## src/rtl/alu_result_buffer.sv

```systemverilog
// alu_result_buffer: a two-entry elastic buffer placed behind the gated pass mux.
// Each accepted result is stored together with its zero, negative and gated flags,
// which are computed once when the result is captured. A sticky gate_err is raised
// whenever a gated-off result (in_sel=0) arrives with non-zero data.
module alu_result_buffer #(
    parameter int WIDTH = 32,
    parameter int DEPTH = 2
) (
    input  logic                       clk,
    input  logic                       rst_n,
    input  logic                       clr,
    input  logic                       in_valid,
    output logic                       in_ready,
    input  logic [WIDTH-1:0]           in_data,
    input  logic                       in_sel,
    output logic                       out_valid,
    input  logic                       out_ready,
    output logic [WIDTH-1:0]           out_data,
    output logic                       out_zero,
    output logic                       out_neg,
    output logic                       out_gated,
    output logic [$clog2(DEPTH):0]     count,
    output logic                       gate_err
);

    localparam int AW = $clog2(DEPTH);
    localparam int CW = AW + 1;

    // Flags ride alongside the data so the output never recomputes them.
    typedef struct packed {
        logic [WIDTH-1:0] data;
        logic             zero;
        logic             neg;
        logic             gated;
    } entry_t;

    entry_t          mem [DEPTH];
    entry_t          wr_entry;
    entry_t          head;
    logic [AW-1:0]   rd_ptr;
    logic [AW-1:0]   wr_ptr;
    logic            push;
    logic            pop;

    // in_ready is derived from the count alone; a pop in the same cycle cannot make
    // room for a push, which keeps in_ready off the out_ready path.
    assign in_ready  = (count < CW'(DEPTH));
    assign out_valid = (count != '0);
    assign push      = in_valid & in_ready;
    assign pop       = out_valid & out_ready;

    // Capture-time flag computation for the incoming result.
    always_comb begin
        wr_entry       = '0;
        wr_entry.data  = in_data;
        wr_entry.zero  = ~|in_data;
        wr_entry.neg   = in_data[WIDTH-1];
        wr_entry.gated = ~in_sel;
    end

    // Per-entry storage; contents are don't-care while not occupied, so no reset.
    for (genvar e = 0; e < DEPTH; e++) begin : g_entry
        // Write this slot when a push targets it and no flush is pending.
        always_ff @(posedge clk) begin
            if (push && !clr && (wr_ptr == AW'(e))) begin
                mem[e] <= wr_entry;
            end
        end
    end

    // Pointer and occupancy bookkeeping; flush wins over any push or pop.
    always_ff @(posedge clk or negedge rst_n) begin
        if (!rst_n) begin
            rd_ptr <= '0;
            wr_ptr <= '0;
            count  <= '0;
        end else if (clr) begin
            rd_ptr <= '0;
            wr_ptr <= '0;
            count  <= '0;
        end else begin
            if (push) begin
                wr_ptr <= (wr_ptr == AW'(DEPTH - 1)) ? '0 : wr_ptr + AW'(1);
            end
            if (pop) begin
                rd_ptr <= (rd_ptr == AW'(DEPTH - 1)) ? '0 : rd_ptr + AW'(1);
            end
            if (push && !pop) begin
                count <= count + CW'(1);
            end else if (pop && !push) begin
                count <= count - CW'(1);
            end
        end
    end

    // Sticky check that a gated-off result really arrived as zero.
    always_ff @(posedge clk or negedge rst_n) begin
        if (!rst_n) begin
            gate_err <= 1'b0;
        end else if (clr) begin
            gate_err <= 1'b0;
        end else if (push && !in_sel && (in_data != '0)) begin
            gate_err <= 1'b1;
        end
    end

    // Head entry presented to the consumer, masked to zero while empty.
    always_comb begin
        head      = mem[rd_ptr];
        out_data  = '0;
        out_zero  = 1'b0;
        out_neg   = 1'b0;
        out_gated = 1'b0;
        if (out_valid) begin
            out_data  = head.data;
            out_zero  = head.zero;
            out_neg   = head.neg;
            out_gated = head.gated;
        end
    end

endmodule
```

## config.mk

```make
export PLATFORM = sky130hd
export DESIGN_NAME = alu_result_buffer
export DESIGN_NICKNAME = d
export VERILOG_FILES = /design/src/rtl/alu_result_buffer.sv
export SDC_FILE = /design/constraint.sdc
export NUM_CORES = 1
export LEC_CHECK = 0
export BUFFER_PORTS_ARGS = -buffer_cell sky130_fd_sc_hd__buf_2
export CORE_ASPECT_RATIO = 0.9
export CORE_MARGIN = 2
export CORE_UTILIZATION = 52
export DETAILED_ROUTE_END_ITERATION = 8
export GPL_TIMING_DRIVEN = 0
export PLACE_DENSITY_LB_ADDON = 0.3
export SKIP_LAST_GASP = 1
export SYNTH_ARGS = -nofsm -noshare
export SYNTH_HDL_FRONTEND = slang
export SYNTH_SLANG_ARGS = --single-unit
export TNS_END_PERCENT = 20
```

## constraint.sdc

```tcl
create_clock -name clk -period 5.1 [get_ports clk]
set_input_delay 0.765 -clock clk [delete_from_list [all_inputs] [get_ports clk]]
set_output_delay 0.765 -clock clk [all_outputs]
set_load 0.05 [all_outputs]
```

# Yosys cells after proc, flatten, opt, wreduce, memory -nomap -nowiden
# Memory sizes are Yosys's and may differ from the RTL's.
# Index checks and enable logic that the tools add are counted.
dict set report classes {
  add_sub_neg 4
  bitwise 4
  n_reduce_logical 20
  mux 22
  order_cmp 1
}
# op count
set op_table {}
lappend op_table {{2-to-1 mux 35 bit} 1}
lappend op_table {{OR reduction 35 bit} 1}
lappend op_table {{2-to-1 mux 32 bit} 1}
lappend op_table {{nonzero test 32 bit} 1}
lappend op_table {{OR reduction 32 bit} 1}
lappend op_table {{2-to-1 mux 1 bit} 17}
lappend op_table {{nonzero test 2 bit} 4}
lappend op_table {{logical AND 1 bit} 7}
lappend op_table {{2-to-1 mux 2 bit} 3}
lappend op_table {{logical NOT 1 bit} 5}
lappend op_table {{nonzero test 3 bit} 1}
lappend op_table {{adder 1 bit, second input constant} 2}
lappend op_table {{adder 2 x 1 -> 2 bit, second input constant} 1}
lappend op_table {{AND 1 bit} 2}
lappend op_table {{< comparator 2 bit, second input constant} 1}
lappend op_table {{NOT 1 bit} 2}
lappend op_table {{subtractor 2 x 1 -> 2 bit, second input constant} 1}
dict set report word_totals {
  n_memories 1
  ramBits 70
  out_inout_bits 40
  word_cells 56
  ff_bits 5
}
# memory words width rd rd_ports_with_merged_regs write_ports line_no
set mem_list {}
lappend mem_list {mem 2 35 1 0 1 37} ;# entry_t mem [DEPTH];

# Logic depth before layout (Yosys ltp)
# Gate-level depths: netlist of run 1.
dict set report depth {
  word_depth 8
  ltp_mapped 5
  ltp_nobuf 5
}

# Least setup slack after synthesis of run 1
# Ideal clock, no wire load.
dict set report synth_path {
  kind {input to register}
  start {in clr}
  end {mem mem[1][0] (netlist bit), enable pin}
  required_time_ns 4.625
  setup_ns 0.475
  path_slack_ns 1.151
  path_stages 2
  t_arrival_ns 3.475
  path_cell_list {buf_1 -> nor3b_1}
}
dict set report synth_between {
  elab_chain_cells 7
}
# item line_no
set synth_rtl {}
lappend synth_rtl {{start, declared} 11} ;# input logic clr,
lappend synth_rtl {{logical NOT 1 bit (*)} 65} ;# if (push && !clr && (wr_ptr == AW'(e))) begin
lappend synth_rtl {{logical AND 1 bit (*)} 65}
lappend synth_rtl {{logical AND 1 bit} 65}
lappend synth_rtl {{2-to-1 mux 1 bit} 65}
lappend synth_rtl {{2-to-1 mux 1 bit (not written as such)} 66} ;# mem[e] <= wr_entry;
lappend synth_rtl {{OR reduction 35 bit (no source line)} --}
lappend synth_rtl {{2-to-1 mux 1 bit (no source line)} --}
lappend synth_rtl {{end, declared} 37}
# Every way passes the cells marked *; elsewhere a longest branch is shown, timed or not.

# Worst setup path after layout of run 1
dict set report layout_path {
  start {reg count[1]}
  end {out out_data[9]}
}
dict set report layout_between {
  elab_chain_cells 2
}
# item line_no
set layout_rtl {}
lappend layout_rtl {{start, declared} 22} ;# output logic [$clog2(DEPTH):0] count,
lappend layout_rtl {{start signal, assigned} 89} ;# count <= count + CW'(1);
lappend layout_rtl {{start signal, assigned} 91} ;# count <= count - CW'(1);
lappend layout_rtl {{nonzero test 2 bit} 48} ;# assign out_valid = (count != '0);
lappend layout_rtl {{2-to-1 mux 32 bit} 114} ;# if (out_valid) begin
lappend layout_rtl {{end, declared} 18} ;# output logic [WIDTH-1:0] out_data,
# Every way passes these cells.

==> results, run 1 <==
- The signed area change from the synthesized netlist to the final layout is 25.7%.
- Once the floorplan was initialized, standard cells occupied 54.8% of the core.
- After global routing the overflow that remains totals 0.
- The number of cells upsized or downsized after cts is 0.
- The design draws 1.37 mW.
- The number of hold-slack violations in the final timing report came to 0.
- The number of buffers inserted to repair setup after CTS is 0.
- In this run, synthesis inferred 68 flip-flops with an integrated enable.
- Clock-pin slew was measured on the worst setup and hold paths at 0.07 ns.
- The signal on the critical path passes through nor2_4, buf_2, nor2_1, buf_2.
- Summing all placed instances gives a cell area of 3460 um^2.
- Global routing used 17.8% of the available tracks.
- For the pin with the worst max-slew slack, the measured transition is 0.609 ns.
- In this run the biggest area consumer among cell types represents 70.0% of the synthesized area.
- The total leakage power is 1.43 nW.
- In this run, post-CTS hold repair placed 0 buffers.
- Ranked by instance count, the synthesized netlist is headed by sky130_fd_sc_hd__edfxtp_1, sky130_fd_sc_hd__nor2_1, sky130_fd_sc_hd__mux2i_1.
- On the final layout, the worst hold slack is 0.238 ns.
- The total count of max-transition violations in the final report is 0.
- For this run, design rule violations remaining after detail routing come to 0.
- The endpoint of the most critical register-to-register path is mem[1][18].
- After detailed placement, the design holds a cell count of 333.
- The repair_antennas step left the layout with diodes totalling 0.
- The clock root buffer master is sky130_fd_sc_hd__clkbuf_8.
- The count of cells along the worst register-to-register path is 4.
- The minimum setup slack among reg-to-reg paths is 3.16 ns.
- The via density per instance is 5.15.
- The floorplan step defined a core boundary enclosing 5320 um^2.
- The clock tree buffer depth is 2.
- Synthesis inferred 73 register bits.
- The maximum resistive drop on vdd is 204 uV.
- The initial detailed-routing violation count is 102.
- Setup repair after global routing left no endpoint under its margin.
- The H-tree was split into 3 levels.
- The count of clock tree sinks is 73.
- The routed wirelength normalized by instance count is 15.2 um.
- The first global-routing pass estimated 8190 um of wire.
- The boundary pin count is 78.
- Summed over all nets, the half-perimeter wirelength after detailed placement is 3720 um.
- The weighted congestion at the end of routability-driven global placement is 0.743.
- The mapped cell area is 2920 um^2.
- In this run the horizontal extent of the chip is 82.9 um.
- The cell at the slowest stage of the critical path is sky130_fd_sc_hd__dfrtp_1.
- The worst setup path is captured at a primary output.
- The critical path data arrival time is 1.65 ns.
- During synthesis, Yosys emitted a total of 0 warnings.
- The mean post-synth cell area is 15.9 um^2.
- Summing the sequential cell areas from Yosys gives 74.3% of the chip area.
- The cell count after synthesis is 184.
- For this run, the leading register cell type out of synthesis is sky130_fd_sc_hd__edfxtp_1.
- The synthesized netlist net count is 222.
- The path type of the worst min-delay path is in -> async.
- The critical path is of the reg -> out type.
- TritonCTS built the clock tree.
- The count of different cell masters after synthesis is 25.
- The residual antenna-violating net count after detailed routing is 0.
- For this run, the share of the core covered by cells in the final layout is 69.0%.
- Counting the buffers created by CTS gives 9.
- The startpoint identified for the worst register-to-register timing path is count[1].
- The maximum clock frequency is 415 MHz.
- The setup skew after layout is 0.00471 ns.
- The run finished with clean final reports.
- In the synthesized netlist the async set-or-reset flop fraction comes to 6.85%.
- The cell seen most often among critical-path stages is sky130_fd_sc_hd__buf_2.
- The top cell type by total area after synthesis is sky130_fd_sc_hd__edfxtp_1.
- The number of global-route vias before repair is 1722.
- The critical path data required time is 4.34 ns.
- The number of antenna violations at the first check in global routing is 0.
- Across all layers, the routed design uses 1798 vias.
- By area the synthesized netlist is led by sky130_fd_sc_hd__edfxtp_1, sky130_fd_sc_hd__mux2i_1, sky130_fd_sc_hd__nor2_1.
- The relative slew slack is 59.3%.
- The maximum number of pins on one net before global-route repair is 13.
- The number of setup violations in the final report is 0.
- The stage delay of the slowest cell on the critical path is 0.47 ns.
- The die area is 6220 um^2.
- With fillers left out, the area of the finished cells amounts to 3670 um^2.
- The final non-filler cell total is 349.
- The worst path needs 2.41 ns of the cycle, external delays included.
- The number of iterations in the first detailed-routing pass is 4.
- The final critical path takes up 47.3% of the cycle.
- In this run the tool buffered the top-level ports with 76 buffer cells.
- The number of fill cells is 397.
- For this block, the routed nets add up to 5300 um of wire.
- The worst setup path is launched from a flip-flop.
- Yosys instantiated no cell more often than sky130_fd_sc_hd__edfxtp_1.
- The layout net count is 315.
- The clock latency on the worst-skew pair is 0.33 ns.
- The layout cell share with drive strength beyond 1 is 39.0%.
- The cell area power density is 372 nW/um^2.
- The floorplan has 25 rows.
- In this run the worst path has a maximum fanout of 10.
- The number of violations of the max-capacitance limit is 0.
- The height of the die is 75.1 um.
-- report_power, final --
part | switching, mW | internal (mW) | leakage, nW
Sequential | 0.00779 | 0.682 | 0.689
Combinational | 0.148 | 0.0614 | 0.634
Clock | 0.197 | 0.270 | 0.104
Total | 0.352 | 1.01 | 1.43
-- cells by family after synthesis --
family          count (synthesis)  share of synthesized area, %
compound gates                  5                          1.20
xor+xnor                        3                         0.901
buf+inv                        13                          2.83
flops                          73                          74.3
mux                            34                          11.7
simple gates                   56                          9.09
-- state kept, by name, indices dropped and copies added, names as in the netlist --
| register | cells |
|---|---|
| count | 2 |
| gate_err | 1 |
| mem | 68 |
| rd_ptr | 1 |
| wr_ptr | 1 |
-- layer usage --
| layer | up-vias | track usage (%) | part of all wire, % |
|---|---|---|---|
| met5 | - | 0 | 0 |
| met4 | 0 | 8.74 | 1.4 |
| met3 | 9 | 4.06 | 4.5 |
| met2 | 51 | 29.7 | 50 |
| met1 | 867 | 22.8 | 45 |
| li1 | 871 | - | - |
-- how the worst max path moves through the flow --
stage	end	slack, ns	start	cells past startpoint
2_1_floorplan	mem[1][0]	1.15	clr	2
3_5_place_dp	mem[0][19]	2.83	clr	4
3_3_place_gp	mem[1][20]	-0.18	in_valid	3
6_report	out_data[9]	2.69	count[1]	4
4_1_cts	out_data[9]	2.67	count[1]	4
5_1_grt	out_data[23]	2.60	count[1]	4
-- critical path, delay by kind of cell, from the launching register on --
family	cells	cell delay [ns]
buffers and inverters	2	0.49
DFF	1	0.47
and+or+nand+nor	2	0.35
-- through the flow --
step | setup TNS [ns] | setup slack, ns
6_report | 0 | 2.69
5_1_grt | 0 | 2.60
4_1_cts | 0 | 2.67
3_5_place_dp | 0 | 2.83
3_3_place_gp | -6.20 | -0.183
2_1_floorplan | 0 | 1.15
-- final cells by class --
| class | instances | area, um^2 | area share [%] |
|---|---|---|---|
| clock inverter | 7 | 85.1 | 2.32 |
| timing repair buffer | 82 | 448 | 12.2 |
| inverter | 4 | 15.0 | 0.409 |
| buffer | 9 | 67.6 | 1.84 |
| tap | 67 | 83.8 | 2.29 |
| multi-input combinational | 98 | 677 | 18.5 |
| clock buffer | 9 | 124 | 3.38 |
| sequential | 73 | 2170 | 59.1 |
-- placed cells by master (no fill, tap or decap), drive strengths merged --
| cell type | n |
|---|---|
| xor2 | 3 |
| a211oi | 1 |
| nand2 | 1 |
| nand4 | 2 |
| nor3b | 2 |
| buf | 91 |
| mux2i | 34 |
| nor4 | 8 |
| a21oi | 2 |
| nand2b | 2 |
| edfxtp | 68 |
| dfrtp | 5 |
| o41ai | 1 |
| clkinv | 4 |
| nor3 | 1 |
| nand3 | 1 |
| clkinvlp | 1 |
| nor2 | 39 |
| inv | 4 |
| bufinv | 2 |
| o21ai | 1 |
| clkbuf | 9 |
(Power assumes the default switching activity.)
==> inputs of run 2 (changes only) <==
==> constraint.sdc (replaced) <==
create_clock -name clk -period 2.3 [get_ports clk]
set_input_delay 0.345 -clock clk [delete_from_list [all_inputs] [get_ports clk]]
set_output_delay 0.345 -clock clk [all_outputs]
set_load 0.05 [all_outputs]
==> run 2 against run 1 <==
First-iteration DRC count shrank 27%. Cell count shrank 0.57%. Core utilization is essentially flat. Global-route usage shrank 1.0 points. Non-clock buffer count shrank 2. Sequential power grew 120%. Worst setup slack lost 2.3 ns. Via count shrank 1.8%. Clock power grew 98%. Combinational power grew 120%.
==> results, run 2 (synthesis gave the netlist of run 1 again) <==
- The total wire length after detailed routing is 5050 um (was 5300 um).
- Unrepaired setup endpoints after global routing: false (unchanged).
- The layout cell share with drive strength beyond 1 is 38.2% (was 39.0%).
- The number of violations of the max-capacitance limit is 0 (unchanged).
- Most used cells in the layout excluding fill and tap cells: sky130_fd_sc_hd__buf_2, sky130_fd_sc_hd__edfxtp_1, sky130_fd_sc_hd__nor2_1, sky130_fd_sc_hd__mux2i_1, sky130_fd_sc_hd__clkbuf_8 (was sky130_fd_sc_hd__buf_2, sky130_fd_sc_hd__edfxtp_1, sky130_fd_sc_hd__nor2_1, sky130_fd_sc_hd__mux2i_1).
- The relative slew slack is 35.1% (was 59.3%).
- The height of the die came to 75.1 um (unchanged).
- The starting density of the core is 54.8% (unchanged).
- The via density per instance came to 5.09 (was 5.15).
- The routed wirelength normalized by instance count is 14.6 um (was 15.2 um).
- The path type of the worst min-delay path is in -> reg (was in -> async).
- The most common cell after layout, fill and taps aside is sky130_fd_sc_hd__buf_2 (unchanged).
- The fraction of power consumed by the clock network came to 31.6% (was 34.2%).
- The number of global-route vias before repair came to 1628 (was 1722).
- The minimum setup slack among reg-to-reg paths is 0.34 ns (was 3.16 ns).
- The layout net count is 313 (was 315).
- The total inserted antenna cells is 0 (unchanged).
- The critical path data required time is 1.96 ns (was 4.34 ns).
- The cell-internal power came to 2.15 mW (was 1.01 mW).
- The maximum resistive drop on vdd is 433 uV (was 204 uV).
- The number of hold-slack violations in the final timing report is 0 (unchanged).
- The worst-case hold slack came to 0.210 ns (was 0.238 ns).
- The clock tree buffer depth is 2 (unchanged).
- The worst path in the final design needs a cycle of 1.96 ns, including I/O delays and setup.
- The cell area power density is 796 nW/um^2 (was 372 nW/um^2).
- The initial detailed-routing violation count is 74 (was 102).
- The horizontal die dimension came to 82.9 um (unchanged).
- The number of antenna violations at the first check in global routing is 0 (unchanged).
- The sort of element at the start of the critical path is a flip-flop (unchanged).
- The sequential cell fraction of total power is 52.4% (was 50.5%).
- Status: complete, no violations (unchanged).
- The total leakage power came to 1.42 nW (was 1.43 nW).
- The register name with the most flops is mem (unchanged).
- The combinational fraction of design power is 16.0% (was 15.3%).
- The signed area change from the synthesized netlist to the final layout is 25.8% (was 25.7%).
- The total congestion overflow is 0 (unchanged).
- The residual antenna-violating net count after detailed routing was 0 (unchanged).
- The remaining routing DRC violations came to 0 (unchanged).
- The actual slew at the worst max-slew pin is 0.970 ns (was 0.609 ns).
- The start point of the worst min-delay path is in_data[8].
- The area of the core was 5320 um^2 (unchanged).
- The total placed cells including tap cells is 330 (was 333).
- The area of all placed cells without fillers is 3670 um^2 (about the same).
- The half-perimeter wire length of the detailed placement result is 3620 um (was 3720 um).
- The top fanout value on the critical path came to 10 (unchanged).
- The global-route wire length before repair came to 7730 um (was 8190 um).
- The CTS buffer count came to 9 (unchanged).
- The endpoint of the most critical register-to-register path is mem[0][19] (was mem[1][18]).
- The number of vias in the routed layout is 1765 (was 1798).
- Along the worst hold path, the cell count comes to 1.
- The number of buffers inserted by port buffering is 76 (unchanged).
- The total count of max-transition violations in the final report is 0 (unchanged).
- The destination of the worst hold path is mem[1][11].
- The clock root buffer master is sky130_fd_sc_hd__clkbuf_8 (unchanged).
- The net switching power of the design is 0.775 mW (was 0.352 mW).
- The critical path data arrival time is 1.61 ns (was 1.65 ns).
- The clock latency on the worst-skew pair is 0.33 ns (about the same).
- The count of cells along the worst register-to-register path came to 3 (was 4).
- The deepest level of the CTS H-tree is 3 (unchanged).
- The sum of negative setup slack was 0 ns (unchanged).
- The clock tree from TritonCTS is built (unchanged).
- The core utilization of the finished layout is 69.0% (about the same).
- The switching part of the total is 26.5% (was 25.8%).
- The clock transition at the register clock pins on the worst setup and hold paths after CTS is 0.07 ns (about the same).
- The count of clock tree sinks came to 73 (unchanged).
- The total number of placement rows is 25 (unchanged).
- The weighted congestion at the end of routability-driven global placement is 0.788 (was 0.743).
- The final clock period utilization by the worst path is 85.2%.
- The die area is 6220 um^2 (unchanged).
- The overall track demand over capacity in global routing is 16.8% (was 17.8%).
- The flip-flop count of the largest register, all copies and words added was 68 (unchanged).
- The beginning of the worst register-to-register path is count[1] (unchanged).
- The critical path class is reg -> out (unchanged).
- The number of setup violations in the final report is 0 (unchanged).
- The type of destination of the critical path was a primary output (unchanged).
- The setup skew after layout is 0.00452 ns (was 0.00471 ns).
- The number of buffers inserted to repair setup after CTS is 0 (unchanged).
- The maximum clock frequency is 511 MHz.
- The final non-filler cell total is 347 (was 349).
- The boundary pin count is 78 (unchanged).
- The number of iterations in the first detailed-routing pass came to 5 (was 4).
- Largest registers ranked by flip-flop count: mem: 68 flops, count: 2 flops (unchanged).
- The post-detailed-placement cell area is 3470 um^2 (was 3460 um^2).
- The maximum number of pins on one net before global-route repair is 19 (was 13).
run 2: final cells by class:
type | instances | area, um^2
Tap cell | 67 | 83.8
Fill cell | 382 | 1650
Clock inverter | 6 | 58.8
Multi-Input combinational cell | 98 | 689
Timing Repair Buffer | 80 | 460
Inverter | 4 | 15.0
Sequential cell | 73 | 2170
Clock buffer | 10 | 128
Buffer | 9 | 67.6
run 2: power by group through the flow:
stage               Combinational, mW  Clock, mW  Sequential [mW]
floorplan                       0.315          0             1.57
global placement                0.449          0             1.56
detailed placement              0.470          0             1.56
CTS                             0.472      0.945             1.53
global route                    0.499      0.989             1.54
finish                          0.467      0.924             1.53
run 2: what timing repair did:
item / in CTS / in global routing
hold buffers: 1 / 0
gates resized for setup: 0 / 0
endpoints found under the hold margin: 5 / 0
setup endpoints to repair: 0 / 0
run 2: worst max-delay path by stage:
| stage | start | to | slack, ns | depth (start not counted) |
|---|---|---|---|---|
| 6_report | count[0] | out_data[7] | 0.34 | 4 |
| 5_1_grt | count[1] | mem[0][21] | 0.22 | 3 |
| 4_1_cts | count[0] | out_data[9] | 0.30 | 4 |
| 3_5_place_dp | clr | mem[0][8] | 0.30 | 3 |
| 3_3_place_gp | count[1] | mem[0][8] | -0.80 | 2 |
| 2_1_floorplan | count[1] | mem[0][0] | -0.34 | 2 |
run 2: per-layer routing:
layer | vias to the layer above | GRT usage, % | wire length, um
met5 | - | 0 | 0
met2 | 68 | 27.1 | 2420
met3 | 9 | 4.17 | 342
met4 | 0 | 9.29 | 64
li1 | 869 | - | -
met1 | 819 | 21.6 | 2230
run 2: worst max-delay path: stages (launching register included):
cell and delay [ns]:
sky130_fd_sc_hd__dfrtp_1 0.47, sky130_fd_sc_hd__nor2_4 0.23, sky130_fd_sc_hd__buf_2 0.28, sky130_fd_sc_hd__nor2_1 0.08, sky130_fd_sc_hd__buf_2 0.21
run 2: metrics by stage:
step           total power [mW]  setup WS, ns
4_1_cts                    2.95         0.295
2_1_floorplan              1.88        -0.338
3_3_place_gp               2.01        -0.799
3_5_place_dp               2.03         0.296
6_report                   2.92         0.341
5_1_grt                    3.02         0.218
==> inputs of run 3 (changes only) <==
--- a/config.mk
+++ b/config.mk
@@ -6,12 +6,14 @@
 export NUM_CORES = 1
 export LEC_CHECK = 0
 export BUFFER_PORTS_ARGS = -buffer_cell sky130_fd_sc_hd__buf_2
+export CAP_MARGIN = 20
 export CORE_ASPECT_RATIO = 0.9
 export CORE_MARGIN = 2
 export CORE_UTILIZATION = 52
 export DETAILED_ROUTE_END_ITERATION = 8
 export GPL_TIMING_DRIVEN = 0
 export PLACE_DENSITY_LB_ADDON = 0.3
+export RECOVER_POWER = 25
 export SKIP_LAST_GASP = 1
 export SYNTH_ARGS = -nofsm -noshare
 export SYNTH_HDL_FRONTEND = slang
==> run 3 against run 2 <==
Sequential cell count stayed put. Worst setup slack better by 0.0075 ns. Critical path depth is the same. Clock skew up 0.00069 ns. Die area unchanged. Core utilization shrank 0.56 points. Count of clock-buffer cells in the layout did not move. Cell count did not move.
==> results, run 3 (synthesis gave the netlist of run 1 again) <==
- Most used cells in the layout excluding fill and tap cells: sky130_fd_sc_hd__edfxtp_1, sky130_fd_sc_hd__buf_2, sky130_fd_sc_hd__nor2_1, sky130_fd_sc_hd__mux2i_1, sky130_fd_sc_hd__clkbuf_1 (was sky130_fd_sc_hd__buf_2, sky130_fd_sc_hd__edfxtp_1, sky130_fd_sc_hd__nor2_1, sky130_fd_sc_hd__mux2i_1, sky130_fd_sc_hd__clkbuf_8).
- The cell seen most often among critical-path stages is sky130_fd_sc_hd__buf_2 (unchanged).
- The beginning of the worst register-to-register path is count[1] (unchanged).
- The total leakage power was 1.35 nW (was 1.42 nW).
- The height of the die is 75.1 um (unchanged).
- The time the final worst path needs with I/O delays and setup came to 1.95 ns (was 1.96 ns).
- The capture point of the critical path is out_data[7] (unchanged).
- Unrepaired setup endpoints after global routing: false (unchanged).
- The half-perimeter wire length of the detailed placement result is 3620 um (unchanged).
- The deepest level of the CTS H-tree was 3 (unchanged).
- The core utilization of the finished layout was 68.4% (was 69.0%).
- The maximum resistive drop on vdd is 432 uV (was 433 uV).
- The CTS buffer count is 9 (unchanged).
- The clock root buffer master is sky130_fd_sc_hd__clkbuf_8 (unchanged).
- The count of clock tree sinks came to 73 (unchanged).
- The global-route wire length before repair is 7730 um (unchanged).
- The boundary pin count is 78 (unchanged).
- The number of vias in the routed layout came to 1756 (was 1765).
- The initial detailed-routing violation count is 77 (was 74).
- The number of antenna violations at the first check in global routing is 0 (unchanged).
- The stage delay of the slowest cell on the critical path was 0.47 ns (about the same).
- The horizontal die dimension is 82.9 um (unchanged).
- The count of cells along the worst register-to-register path is 3 (unchanged).
- The minimum setup slack among reg-to-reg paths was 0.35 ns (was 0.34 ns).
- The die area came to 6220 um^2 (unchanged).
- The number of buffers inserted by port buffering is 76 (unchanged).
- The number of hold-slack violations in the final timing report is 0 (unchanged).
- The signed area change from the synthesized netlist to the final layout is 24.8% (was 25.8%).
- The register name with the most flops is mem (unchanged).
- The number of violations of the max-capacitance limit is 0 (unchanged).
- The count of buffer and inverter cells on the critical path was 2 (unchanged).
- The number of setup violations in the final report came to 0 (unchanged).
- The clock tree buffer depth is 2 (unchanged).
- The weighted congestion at the end of routability-driven global placement is 0.788 (unchanged).
- The most common cell after layout, fill and taps aside is sky130_fd_sc_hd__edfxtp_1 (was sky130_fd_sc_hd__buf_2).
- The setup skew after layout is 0.00521 ns (was 0.00452 ns).
- The overall power is 2.91 mW (was 2.92 mW).
- The instance count on the critical path came to 4 (unchanged).
- The total inserted antenna cells is 0 (unchanged).
- The endpoint of the most critical register-to-register path was mem[0][19] (unchanged).
- The critical path data required time is 1.96 ns (about the same).
- Largest registers ranked by flip-flop count: mem: 68 flops, count: 2 flops (unchanged).
- The number of global-route vias before repair is 1628 (unchanged).
- The relative slew slack is 35.8% (was 35.1%).
- The hold path depth is 2 (was 1).
- The layout cell share with drive strength beyond 1 came to 29.6% (was 38.2%).
- The number of buffers inserted to repair setup after CTS is 0 (unchanged).
- The total congestion overflow is 0 (unchanged).
- The cell at the slowest stage of the critical path is sky130_fd_sc_hd__dfrtp_1 (unchanged).
- Status: complete, no violations (unchanged).
- The type of destination of the critical path is a primary output (unchanged).
- The final clock period utilization by the worst path is 84.8% (was 85.2%).
- The worst-case hold slack is 0.223 ns (was 0.210 ns).
- The via density per instance is 5.06 (was 5.09).
- The remaining routing DRC violations is 0 (unchanged).
- The total count of max-transition violations in the final report is 0 (unchanged).
- The maximum number of pins on one net before global-route repair is 19 (unchanged).
- The maximum clock frequency is 512 MHz (was 511 MHz).
- The launch point of the critical path is count[0] (unchanged).
- The critical path data arrival time is 1.61 ns (about the same).
- The residual antenna-violating net count after detailed routing is 0 (unchanged).
- The clock transition at the register clock pins on the worst setup and hold paths after CTS is 0.07 ns (about the same).
- The number of iterations in the first detailed-routing pass is 4 (was 5).
- The total number of placement rows is 25 (unchanged).
- The layout net count is 313 (unchanged).
- The top fanout value on the critical path came to 10 (unchanged).
- The critical path class is reg -> out (unchanged).
- The overall track demand over capacity in global routing was 16.8% (unchanged).
- The clock tree from TritonCTS is built (unchanged).
- The cell area power density is 800 nW/um^2 (was 796 nW/um^2).
- The actual slew at the worst max-slew pin is 0.960 ns (was 0.970 ns).
- The total wire length after detailed routing was 5060 um (was 5050 um).
- The path type of the worst min-delay path is in -> reg (unchanged).
- The routed wirelength normalized by instance count came to 14.6 um (about the same).
- The starting density of the core was 54.8% (unchanged).
- The family with the most delay on the worst path is buffers and inverters (unchanged).
- The clock latency on the worst-skew pair is 0.33 ns (about the same).
- The area of the core was 5320 um^2 (unchanged).
- The sort of element at the start of the critical path is a flip-flop (unchanged).
- The flip-flop count of the largest register, all copies and words added is 68 (unchanged).
- Worst-path cell chain: nor2_4, buf_2, nor2_1, buf_2 (unchanged).
[run 3: power breakdown]
part	switching [mW]	internal [mW]
Combinational	0.326	0.135
Sequential	0.0176	1.51
Clock	0.426	0.493
[run 3: final cells by class]
| cell class | count | area [um^2] |
|---|---|---|
| fillers | 393 | 1680 |
| inverters | 4 | 15.0 |
| clock inverters | 6 | 58.8 |
| well taps | 67 | 83.8 |
| flip-flops and latches | 73 | 2170 |
| plain buffers | 9 | 67.6 |
| multi-input cells | 98 | 689 |
| clock buffers | 10 | 128 |
| repair buffers | 80 | 430 |
[run 3: worst min-delay path by stage]
| stage | start | end | slack (ns) |
|---|---|---|---|
| final | in_sel | gate_err | 0.22 |
| after global routing | in_sel | gate_err | 0.21 |
| after CTS | in_data[8] | mem[0][11] | 0.19 |
| after detailed placement | rst_n | gate_err | 0.17 |
| after global placement | rst_n | gate_err | 0.16 |
| after floorplan | rst_n | count[0] | 0.05 |
[run 3: per-stage QoR]
step	cell area, um^2	instances	setup slack (ns)	TNS (ns)
after floorplan	2930	184	-0.338	-11.49
after CTS	3670	347	0.295	0
after detailed placement	3470	330	0.296	0
after global placement	3400	327	-0.799	-32.10
after global routing	3640	347	0.218	0
final	3640	347	0.349	0
[run 3: metal layers]
layer	track usage, %	routed length, um
met1	21.6	2280
met3	4.17	275
met2	27.1	2480
met4	9.29	22
met5	0	0
[run 3: what timing repair did]
action	CTS	global route
hold endpoints to repair	5	0
endpoints found under the setup margin	0	0
resized for setup	0	0
hold buffers	1	0
[run 3: worst reg2reg max path: cells and delay by family, from the launching register on]
family,cells,cell delay [ns]
and+or+nand+nor,2,0.96
DFF,1,0.45
buffers and inverters,1,0.24
